File: config.mk
export PLATFORM = sky130hd
export DESIGN_NAME = ysyx_22040895_ifu
export DESIGN_NICKNAME = d
export VERILOG_FILES = /design/src/rtl/ysyx_22040895_ifu_pkg.sv /design/src/rtl/ysyx_22040895_predec.sv /design/src/rtl/ysyx_22040895_ifu.sv
export SDC_FILE = /design/constraint.sdc
export NUM_CORES = 1
export LEC_CHECK = 0
export ABC_AREA = 1
export BUFFER_PORTS_ARGS = -buffer_cell sky130_fd_sc_hd__buf_2
export CORE_MARGIN = 3
export CORE_UTILIZATION = 50
export CTS_CLUSTER_DIAMETER = 150
export DETAILED_ROUTE_END_ITERATION = 10
export PLACE_DENSITY = 0.8
export SYNTH_ARGS = -nofsm -noshare
export SYNTH_HDL_FRONTEND = slang
export SYNTH_HIERARCHICAL = 1
export SYNTH_SLANG_ARGS = --single-unit
File: constraint.sdc
create_clock -name clk -period 3.4 [get_ports clk]
set_input_delay 0.17 -clock clk [delete_from_list [all_inputs] [get_ports clk]]
set_output_delay 0.17 -clock clk [all_outputs]
set_load 0.02 [all_outputs]
File: src/rtl/ysyx_22040895_ifu_pkg.sv
// ysyx_22040895_ifu_pkg: shared fetch-stage types, widths and opcode constants
package ysyx_22040895_ifu_pkg;
  typedef enum logic [1:0] {S_REQ, S_WAIT, S_DROP, S_HOLD} state_t;
  localparam int XLEN_DEF = 64;
  localparam int ILEN_DEF = 32;
  localparam int IMM1_LEN = 12;
  localparam int IMM2_LEN = 20;
  localparam logic [63:0] RESET_PC_DEF = 64'h0000_0000_8000_0000;
  localparam logic [6:0] OP_LUI = 7'b0110111;
  localparam logic [6:0] OP_AUIPC = 7'b0010111;
endpackage

File: src/rtl/ysyx_22040895_predec.sv
// ysyx_22040895_predec: raw immediate fields and immediate select feeding sext
module ysyx_22040895_predec
  import ysyx_22040895_ifu_pkg::*;
(
  input  logic [31:0]         inst,
  output logic [IMM1_LEN-1:0] imm1,
  output logic [IMM2_LEN-1:0] imm2,
  output logic                immsel
);
  // U-type (LUI/AUIPC) selects the 20-bit immediate, everything else the 12-bit one
  always_comb begin
    imm1 = inst[31:20];
    imm2 = inst[31:12];
    immsel = !(inst[6:0] == OP_LUI || inst[6:0] == OP_AUIPC);
  end
endmodule

File: src/rtl/ysyx_22040895_ifu.sv
// ysyx_22040895_ifu: single-outstanding instruction fetch with a one-entry output buffer
module ysyx_22040895_ifu
  import ysyx_22040895_ifu_pkg::*;
#(
  parameter int XLEN = XLEN_DEF,
  parameter int ILEN = ILEN_DEF,
  parameter logic [XLEN-1:0] RESET_PC = XLEN'(RESET_PC_DEF)
) (
  input  logic                clk,
  input  logic                rst,
  output logic                imem_req_o,
  output logic [XLEN-1:0]     imem_addr_o,
  input  logic                imem_gnt_i,
  input  logic                imem_rvalid_i,
  input  logic [ILEN-1:0]     imem_rdata_i,
  input  logic                redirect_i,
  input  logic [XLEN-1:0]     redirect_pc_i,
  output logic                inst_valid_o,
  input  logic                inst_ready_i,
  output logic [ILEN-1:0]     inst_o,
  output logic [XLEN-1:0]     pc_o,
  output logic [IMM1_LEN-1:0] imm1_o,
  output logic [IMM2_LEN-1:0] imm2_o,
  output logic                immsel_o
);
  state_t state;
  logic [XLEN-1:0] pc;
  assign imem_req_o = state == S_REQ && !rst;
  assign imem_addr_o = pc;
  // fetch FSM; a redirect overrides everything and turns any in-flight request into a drop
  always_ff @(posedge clk) begin
    if (rst) begin
      pc <= RESET_PC;
      state <= S_REQ;
      inst_valid_o <= 1'b0;
      inst_o <= '0;
      pc_o <= '0;
    end else if (redirect_i) begin
      pc <= redirect_pc_i & ~XLEN'(3);
      inst_valid_o <= 1'b0;
      state <= state == S_REQ ? (imem_gnt_i ? S_DROP : S_REQ) :
               state == S_HOLD ? S_REQ : (imem_rvalid_i ? S_REQ : S_DROP);
    end else begin
      case (state)
        S_REQ: if (imem_gnt_i) state <= S_WAIT;
        S_WAIT: if (imem_rvalid_i) begin
          inst_o <= imem_rdata_i;
          pc_o <= pc;
          inst_valid_o <= 1'b1;
          pc <= pc + XLEN'(4);
          state <= S_HOLD;
        end
        S_HOLD: if (inst_ready_i && inst_valid_o) begin
          inst_valid_o <= 1'b0;
          state <= S_REQ;
        end
        default: if (imem_rvalid_i) state <= S_REQ;
      endcase
    end
  end
  ysyx_22040895_predec u_predec (
    .inst(inst_o[31:0]),
    .imm1(imm1_o),
    .imm2(imm2_o),
    .immsel(immsel_o)
  );
endmodule
== Word level (Yosys, flattened, before mapping) ==
Cells that the tools add are included.

* Add/subtract/negate cells: 1
* $mul: 0
* Divide/modulo/power cells: 0
* Magnitude comparators: 0
* Equal/unequal tests: 9
* Shift-type cells: 0
* Mux-type cells: 16
* Bitwise logic cells: 1
* Reduce and logical (&&, ||, !) cells: 16

{| class="wikitable"
|+ Operators by type and width
! cell !! number
|-
| $mux W64 || 3
|-
| $add A64 B3 Y64 const B || 1
|-
| $mux W2 || 9
|-
| $eq A7 B5 Y1 const B || 1
|-
| $eq A7 B6 Y1 const B || 1
|-
| $ne A3 B3 Y1 const B || 2
|-
| $pmux W2 S3 || 1
|-
| $reduce_and A3 Y1 || 2
|-
| $reduce_bool A2 Y1 || 3
|-
| $reduce_and A2 Y1 || 2
|-
| $reduce_and A4 Y1 || 1
|-
| $reduce_bool A4 Y1 || 1
|-
| $ne A3 B2 Y1 const B || 1
|-
| $eq A2 B1 Y1 const B || 1
|-
| $eq A2 B2 Y1 const B || 1
|-
| $logic_and A1 B1 Y1 || 2
|-
| $logic_not A1 Y1 || 2
|-
| $logic_not A2 Y1 || 1
|-
| $mux W1 || 2
|-
| $ne A2 B1 Y1 const B || 1
|-
| $ne A2 B2 Y1 const B || 1
|-
| $pmux W1 S2 || 1
|-
| $reduce_or A2 Y1 || 1
|-
| $logic_or A1 B1 Y1 || 1
|-
| $not A1 Y1 || 1
|}

* Register bits after elaboration: 163
* Latch bits: 0
* Memory bits (writable): 0
* Bits in read-only memories: 0
* Output and inout bits: 195
* Word-level logic and storage cells: 49
* Memories kept: 0

== Depth between registers and ports, before layout ==
Gate-level depths: netlist (run 1).

* Word-level depth: 4
* Gate-level depth with buffers: 12

== By module ==
Netlist (run 1), hierarchy kept.

{| class="wikitable"
|+ By module, submodules not included
! module !! times used !! cells each !! area an instance (sq um) !! sequential area each (sq um)
|-
| ysyx_22040895_ifu || 1 || 1235 || 8037.7 || 3183.1
|-
| ysyx_22040895_predec || 1 || 37 || 259.0 || 0.0
|}

== Least setup slack after synthesis (run 1) ==
Ideal clock, no wire load.

* Kind: reg-to-reg
* From: reg pc[3] (netlist: imem_addr_o[3])
* To: reg pc[58] (netlist: imem_addr_o[58])
* Arrival time: 1657 ps
* Required time: 3290 ps
* Slack: 1633 ps
* Cell stages (with the launch flop): 13
* Buffers on the path: 0
* Cells stage by stage: dfxtp_1 > ha_1 > nand2_1 > nor2_4 > nand2_4 > nor2_1 > nand2_1 > nor2_2 > nand2_1 > nand3_1 > nand4_1 > nand2_1 > inv_1

* Longest elaborated chain between the ends: 4

{| class="wikitable"
|+ RTL lines
! item !! line !! source
|-
| start: declaration || ysyx_22040895_ifu.sv:27 || <nowiki>logic [XLEN-1:0] pc;</nowiki>
|-
| start signal: assignment || ysyx_22040895_ifu.sv:39 || <nowiki>pc <= redirect_pc_i & ~XLEN'(3);</nowiki>
|-
| start signal: assignment || ysyx_22040895_ifu.sv:50 || <nowiki>pc <= pc + XLEN'(4);</nowiki>
|-
| $add A64 B3 Y64 || ysyx_22040895_ifu.sv:50 ||
|-
| $mux W64 || ysyx_22040895_ifu.sv:46 || <nowiki>S_WAIT: if (imem_rvalid_i) begin</nowiki>
|-
| $mux W64 || ysyx_22040895_ifu.sv:44 || <nowiki>case (state)</nowiki>
|-
| $mux W64 || ysyx_22040895_ifu.sv:38 || <nowiki>end else if (redirect_i) begin</nowiki>
|}

No other way between the ends. The select of a mux whose other input is x is not followed.
A chain may end at the register's enable or synchronous reset.

== Final worst setup path (run 1) ==
* From: reg state[1]
* To: reg pc[45] (netlist: imem_addr_o[45])

* Longest elaborated chain between the ends: 3

{| class="wikitable"
|+ RTL lines
! item !! line !! source
|-
| start: declaration || ysyx_22040895_ifu.sv:26 || <nowiki>state_t state;</nowiki>
|-
| start signal: assignment || ysyx_22040895_ifu.sv:41 || <nowiki>state <= state == S_REQ ? (imem_gnt_i ? S_DROP : S_REQ) :</nowiki>
|-
| $eq A2 B1 Y1 || ysyx_22040895_ifu.sv:44 ||
|-
| $reduce_bool A2 Y1 (no source line) || - ||
|-
| $reduce_and A2 Y1 (no source line) || - ||
|}

No other way between the ends.

==> qor_table.md, run 1 <==
| Item | Reported |
| --- | --- |
| Outcome | complete, no violations |
| Wire length of the first global-routing pass | 46440 um |
| Mean number of vias per cell | 5.365 |
| Met2 Resource Use GR | 52.92% |
| Clock tree from TritonCTS | built |
| Overall Global Routing Usage | 32.43% |
| Maximum number of buffers from clock root to sink | 2 |
| Placer's final routability congestion estimate | 0.9760 |
| Post-CTS Resized | 0 |
| Yosys synthesis warning count | 6 |
| Worst Setup Start Kind | flop |
| CP required | 3730 ps |
| Number of sinks driven by the clock tree | 159 |
| Register cell area after layout | 0.003183 sq mm |
| DRC violations left | 0 |
| Aggregate global routing overflow | 0 |
| Std cell rows | 46 |
| Worst slack at placement | 1043 ps |
| Number of instances in the synthesized netlist | 1272 |
| First DRT Iteration DRCs | 909 |
| Highest clock rate | 0.4180 GHz |
| Setup-violating endpoint count in the final report | 0 |
| Unique cell type count in the Yosys netlist | 41 |
| Number of inserted filler cells in the final layout | 1448 |
| Die ar. | 0.01818 sq mm |
| Reported max-cap violation count | 0 |
| Worst vdd rail ir drop | 0.3780 mV |
| DR pass1 iterations | 7 |
| RSZ-0062 raised after global routing | no |
| Commonest cells after routing, fill and taps aside | buf_2 (290), nand2_1 (273), nor2_1 (250), dfxtp_1 (159), inv_1 (116) |
| Period minus WS final | 2392 ps |
| Final hold violation count | 0 |
| Ratio of cells with drive above 1 in the final layout | 23.85% |
| Horizontal die dimension | 134.8 um |
| Total number of nets in the final design | 1641 |
| Crit. End Element | flop |
| Floorplan die height | 134.8 um |
| Critical path class | flop to flop |
| Average footprint of a synthesized cell | 6.523 sq um |
| Grt met3 use | 5.961% |
| Total power divided by cell area | 433.7 mW/mm^2 |
| Static power due to leakage | 0.005072 uW |
| Most common cell after layout, fill and taps aside | buf_2 |
| Pin count of the biggest net entering global routing | 75 |
| Average wire per standard cell | 17.26 um |
| Area used by multi-input combinational logic | 0.004174 sq mm |
| Number of port buffers | 290 |
| Hold crit path type | input pin to flop |
| Ports | 297 |
| Worst Slack Setup Final | 1008 ps |
| Max-slew headroom at the worst pin | 24.23% |
| Post-Synthesis Cell Area | 0.008297 sq mm |
| Accumulated negative setup slack | 0 ps |
| Count of antenna-violating nets left after detailed routing | 0 |
| Most heavily used metal layer in global routing | met2 |
| H-tree levels | 4 |
| Worst-skew pair later-pin latency | 440 ps |
| Max Transition Viols Final | 0 |
| Share of the yosys chip area belonging to registers | 38.37% |
| Via count of the first global-routing pass | 8428 |
| Clock-pin slew of the registers on the worst-case setup and hold paths | 70 ps |
| Root Driver | clkbuf_16 |
| Total clock buffers created by CTS | 17 |
| Layout overhead on the synthesized area | 27.12% |
| Floorplan Core Area | 0.01606 sq mm |
| Total via count after detailed routing | 9464 |
| Sum of routed wire length over all layers | 30440 um |
| Measured slew at the worst slew-check pin | 1137 ps |
| Routing usage on met1 | 43.51% |
| Largest driver fanout on the critical path | 23 |
| Worst EP arrival | 2720 ps |
| Final worst clock skew | 10.56 ps |
| Number of synthesized register bits | 159 |
| Hpwl dp | 22000 um |
| Effective utilization at floorplan | 51.67% |
| Tcrit/Tclk final | 70.37% |
| Number of antenna violations at the first check in global routing | 1 |
==> sequential cells by signal, summed over array words and instances (netlist names) <==
signal,flops
inst_valid_o,1
imem_addr_o,62
state,2
pc_o,62
inst_o,32
==> cell type report <==
class | count | share of cell area, %
Antenna cell | 1 | 0.02373
Clock buffer | 17 | 4.034
Clock inverter | 14 | 1.507
Inverter | 120 | 4.271
Multi-Input combinational cell | 901 | 39.58
Sequential cell | 159 | 30.18
Tap cell | 216 | 2.563
Timing Repair Buffer | 336 | 17.84
==> cell families after synthesis <==
kind of cell	after synthesis	synth area share, %
buffers and inverters	215	11.55
and+or+nand+nor	672	34.13
AOI/OAI and AO/OA	212	14.36
xor gates and xnor gates	9	0.9500
adders and majority gates	4	0.6033
other	1	0.04520
DFF	159	38.37
==> per-stage QoR <==
stage          util [%]  power, uW  cell area, sq um  hold slack, ps  cells
3_5_place_dp      59.90       2635              9619           398.1   1698
4_1_cts           65.66       4566             10540           2.194   1763
3_3_place_gp      59.90       2625              9619           390.0   1698
2_1_floorplan         -       2410              8308           304.9   1275
6_report          65.68       4574             10550           9.864   1764
5_1_grt           65.68       4726             10550           8.780   1764
==> cell usage after synthesis (all sizes together) <==
master     n  area [sq um]
or2        1         6.260
nor3      32         160.2
a22oi      5         37.54
a22o       3         26.28
o311ai     3         26.28
clkbuf    41         153.9
nor2     273          1125
a32oi      2         17.52
a311oi     1         8.760
xnor2      4         35.03
o21bai     2         15.01
buf       54         354.1
o31ai      1         7.510
a211oi     7         52.55
o21ai     98         490.5
inv      119         446.7
clkinv     1         3.750
xor2       5         43.79
o2111ai    1         8.760
a31oi     13         81.33
o211ai    11         82.58
nand4     19         118.9
nand3b     3         22.52
nand2    280          1074
nand3     64         325.3
dfxtp    159          3183
a21oi     63         319.1
conb       1         3.750
o211a      1         10.01
o21a       1         7.510
ha         4         50.05
==> power by group <==
part	internal [uW]	switching, uW	total, uW	leakage, uW
Combinational	217	379	596	0.00351
Clock	1090	851	1940	0.000263
Sequential	1940	99.3	2040	0.00130
==> repair_timing <==
item                      4_1_cts  5_1_grt
setup buffers                   0        0
hold endpoints to repair       34        0
hold buffers                   34        0
==> routing by layer <==
metal	part of all wire, %	up-vias
met2	47	476
li1	-	4584
met4	2.9	0
met5	0	-
met3	8.5	66
met1	41	4338
==> worst max-delay path: stages (launching register included) <==
cell     delay [ps]
dfxtp_1         350
inv_1            80
ha_1            230
nand2_2         350
nor2_4           60
inv_2           360
buf_4           370
nor2_1          100
a31oi_1         170
nand2_1          60
nand2_1          60
inv_1            60
==> worst paths after layout <==
| path | from | endpoint | slack, ps | depth (start not counted) |
|---|---|---|---|---|
| min | redirect_pc_i[37] | imem_addr_o[37] | 10 | 3 |
| min reg2reg | pc_o[21] | pc_o[21] | 460 | 2 |
| max reg2reg | state[1] | imem_addr_o[45] | 1010 | 11 |
| max | state[1] | imem_addr_o[45] | 1010 | 11 |
Note: power is estimated with default switching activity, not from simulation.
==> run 2: changes to the inputs <==
--- a/config.mk
+++ b/config.mk
@@ -5,10 +5,10 @@
 export SDC_FILE = /design/constraint.sdc
 export NUM_CORES = 1
 export LEC_CHECK = 0
-export ABC_AREA = 1
+export ABC_AREA = 0
 export BUFFER_PORTS_ARGS = -buffer_cell sky130_fd_sc_hd__buf_2
 export CORE_MARGIN = 3
-export CORE_UTILIZATION = 50
+export CORE_UTILIZATION = 49
 export CTS_CLUSTER_DIAMETER = 150
 export DETAILED_ROUTE_END_ITERATION = 10
 export PLACE_DENSITY = 0.8
==> constraint.sdc (replaced) <==
create_clock -name clk -period 2.35 [get_ports clk]
set_input_delay 0.1175 -clock clk [delete_from_list [all_inputs] [get_ports clk]]
set_output_delay 0.1175 -clock clk [all_outputs]
set_load 0.02 [all_outputs]
==> run 2 against run 1 <==
Compared with the run above:
- die area shrank 7.2%
- global-route usage shrank 0.86 points
- clock power grew 56%
- clock skew shrank 2.4 ps
- synthesized cell count shrank 24%
- via count shrank 7.6%
- wire length shrank 9.3%
- final area grew 2.7%
- worst hold slack is essentially flat
- critical path type unchanged
- highest routed layer unchanged
==> qor_table.md, run 2 <==
| Item | Reported |
| --- | --- |
| Number of sinks driven by the clock tree | 159 |
| H-tree levels | 4 |
| DRC violations left | 0 |
| Hold depth | 3 |
| Count of flip-flops with a built-in enable after synthesis | 0 |
| Hold endpoint | imem_addr_o[28] |
| Via count of the first global-routing pass | 8096 |
| Setup-violating endpoint count in the final report | 0 |
| Overall Global Routing Usage | 31.58% |
| Total number of nets in the final design | 1442 |
| Mean number of vias per cell | 5.703 |
| Static power due to leakage | 0.004598 uW |
| Total via count after detailed routing | 8748 |
| Placer's final routability congestion estimate | 1.020 |
| Aggregate global routing overflow | 0 |
| Critical path class | flop to flop |
| Worst EP arrival | 2650 ps |
| Family with the most delay on the worst path | simple AND/OR/NAND/NOR gates |
| Final hold violation count | 0 |
| Final worst clock skew | 8.113 ps |
| Std cell rows | 44 |
| Die ar. | 0.01687 sq mm |
| Worst Setup Start Kind | flop |
| Largest driver fanout on the critical path | 7 |
| Post-Synthesis Cell Area | 0.007521 sq mm |
| Pin count of the biggest net entering global routing | 95 |
| DR pass1 iterations | 5 |
| Unique cell type count in the Yosys netlist | 53 |
| Hpwl dp | 18460 um |
| Synth top area cells | dfxtp_1 (42%), nand2_1 (12%), a21oi_1 (7.0%) |
| Number of inserted filler cells in the final layout | 1111 |
| Commonest cells in the synthesized netlist | nand2_1 (235), dfxtp_1 (159), a21oi_1 (105) |
| Compound-gate portion of the synthesized area | 16.04% |
| Worst-skew pair later-pin latency | 430 ps |
| Most common cell in the synthesized netlist | nand2_1 |
| Hold crit path type | input pin to flop |
| Flip-flop cell with the highest count after synthesis | dfxtp_1 |
| Effective utilization at floorplan | 50.98% |
| Worst vdd rail ir drop | 0.6225 mV |
| RSZ-0062 raised after global routing | yes |
| Root Driver | clkbuf_16 |
| Number of instances in the synthesized netlist | 970 |
| Max Transition Viols Final | 0 |
| Number of antenna violations at the first check in global routing | 0 |
| Crit. End Element | flop |
| Tcrit/Tclk final | 98.06% |
| Area used by multi-input combinational logic | 0.003860 sq mm |
| Beginning of the worst register-to-register path | imem_addr_o[12] |
| Multiplexer area fraction after synthesis | 0.3993% |
| Clock tree from TritonCTS | built |
| Period minus WS final | 2304 ps |
| First DRT Iteration DRCs | 858 |
| Max-slew headroom at the worst pin | 33.22% |
| Count of antenna-violating nets left after detailed routing | 0 |
| Wire length of the first global-routing pass | 42120 um |
| Utilization of the core after routing | 73.41% |
| Average wire per standard cell | 18.00 um |
| Area share of xor/xnor cells in the synthesized design | 3.843% |
| Cell depth of the worst flop-to-flop path | 5 |
| Area fraction in and, or, nand and nor cells after synthesis | 29.10% |
| Total clock buffers created by CTS | 17 |
| Floorplan Core Area | 0.01475 sq mm |
| Average footprint of a synthesized cell | 7.754 sq um |
| Worst hold path startpoint | redirect_pc_i[28] |
| Slowest Stage Delay on Critical Path | 600 ps |
| Highest clock rate | 0.4339 GHz |
| Number of port buffers | 290 |
| Horizontal die dimension | 129.9 um |
| Number of synthesized register bits | 159 |
| Reported max-cap violation count | 0 |
| Total power | 6830 uW |
| CP Cell Sequence | nand4_2 -> or3_4 -> or4_4 -> or4_4 -> a311oi_2 |
| Dominant combinational cell family by area after synthesis | simple AND/OR/NAND/NOR gates |
| Slowest cell on the critical path | or4_4 |
| Post-route cell area | 0.01083 sq mm |
| Layout overhead on the synthesized area | 44.00% |
| Register cell area after layout | 0.003218 sq mm |
| Adder and majority cell fraction of the synthesized area | 0.6654% |
| CP required | 2690 ps |
| Terminus of the critical flop-to-flop path | imem_addr_o[52] |
| Library cell occupying the most area in the post-synthesis netlist | dfxtp_1 |
| Ratio of cells with drive above 1 in the final layout | 32.77% |
| Maximum number of buffers from clock root to sink | 2 |
| Async S/R FF share, synth | 0% |
| Clock-pin slew of the registers on the worst-case setup and hold paths | 70 ps |
| Share of the yosys chip area belonging to registers | 42.32% |
| Floorplan die height | 129.9 um |
| Ports | 297 |
| Yosys synthesis warning count | 6 |
| Sum of routed wire length over all layers | 27620 um |
| Buf/Inv on CP | 0 |
| Most Frequent Cell on Critical Path | or4_4 |
| Outcome | complete, no violations |
| Total power divided by cell area | 630.7 mW/mm^2 |
| Commonest cells after routing, fill and taps aside | buf_2 (289), nand2_1 (235), dfxtp_1 (141), a21oi_1 (105), buf_4 (78) |
| Measured slew at the worst slew-check pin | 1002 ps |
| Fraction of post-synthesis cell area in the top cell type by area | 42.32% |
| Area after DPL | 0.009350 sq mm |
| Register-to-register setup slack | 50 ps |
| Most common cell after layout, fill and taps aside | buf_2 |
## run 2: logic make-up after synthesis
kind of cell / count (synthesis)
fa+ha+maj: 4
xor+xnor: 33
flops: 159
buf+inv: 113
simple gates: 462
mux: 3
other cells: 1
compound gates: 195
## run 2: worst max path at each step
stage	slack [ps]	to	startpoint	cells after the start
after floorplan	6	imem_addr_o[56]	imem_addr_o[9]	6
after global routing	-8	imem_addr_o[62]	imem_addr_o[21]	5
final	50	imem_addr_o[52]	imem_addr_o[12]	5
after global placement	20	imem_addr_o[52]	imem_addr_o[12]	5
after detailed placement	-40	imem_addr_o[52]	imem_addr_o[12]	5
after CTS	1	imem_addr_o[52]	imem_addr_o[12]	5
## run 2: worst reg2reg max path: cells and delay by family (launching register included)
family	cells	cell delay, ps
DFF	1	350
AOI/OAI and AO/OA	1	230
and+or+nand+nor	4	1650
## run 2: metal layers
metal	vias to the layer above	GRT usage, %	share of wire [%]
met5	-	0	0
met4	0	13.51	3.6
met3	89	7.081	9.1
met2	468	52.99	49
met1	4079	39.13	39
li1	4112	-	-
## run 2: where the power goes
group	total, uW	leakage, uW	internal [uW]	switching [uW]
Sequential	2890	0.00130	2790	97.9
Clock	3020	0.000315	1880	1140
Combinational	928	0.00298	396	532
Total	6830	0.00460	5060	1770
## run 2: area by class of cell
type                    instances  share of cell area, %
multi-input cells             701                  35.64
repair buffers                444                  26.06
well taps                     184                  2.126
clock inverters                11                  1.640
flip-flops and latches        159                  29.71
clock buffers                  21                  4.344
inverters                      13                 0.4506
diodes                          1                0.02311
## run 2: per-stage QoR
| stage | setup slack (ps) | TNS, ps | cells | hold WS (ps) |
|---|---|---|---|---|
| final | 45.56 | 0 | 1534 | 10.30 |
| after global routing | -7.893 | -8.672 | 1533 | 8.677 |
| after CTS | 1.067 | 0 | 1530 | 0.6001 |
| after detailed placement | -41.64 | -41.64 | 1421 | 345.9 |
| after global placement | 17.80 | 0 | 1421 | 345.2 |
| after floorplan | 6.054 | 0 | 973 | 241.7 |
## run 2: repair_timing
action                     in CTS  in global routing
pin swaps                       1                  6
cloned                          0                  0
hold endpoints to repair       75                  0
setup buffers                   2                  3
setup endpoints to repair       1                 11
gates resized for setup         0                  9
hold buffers                   75                  0
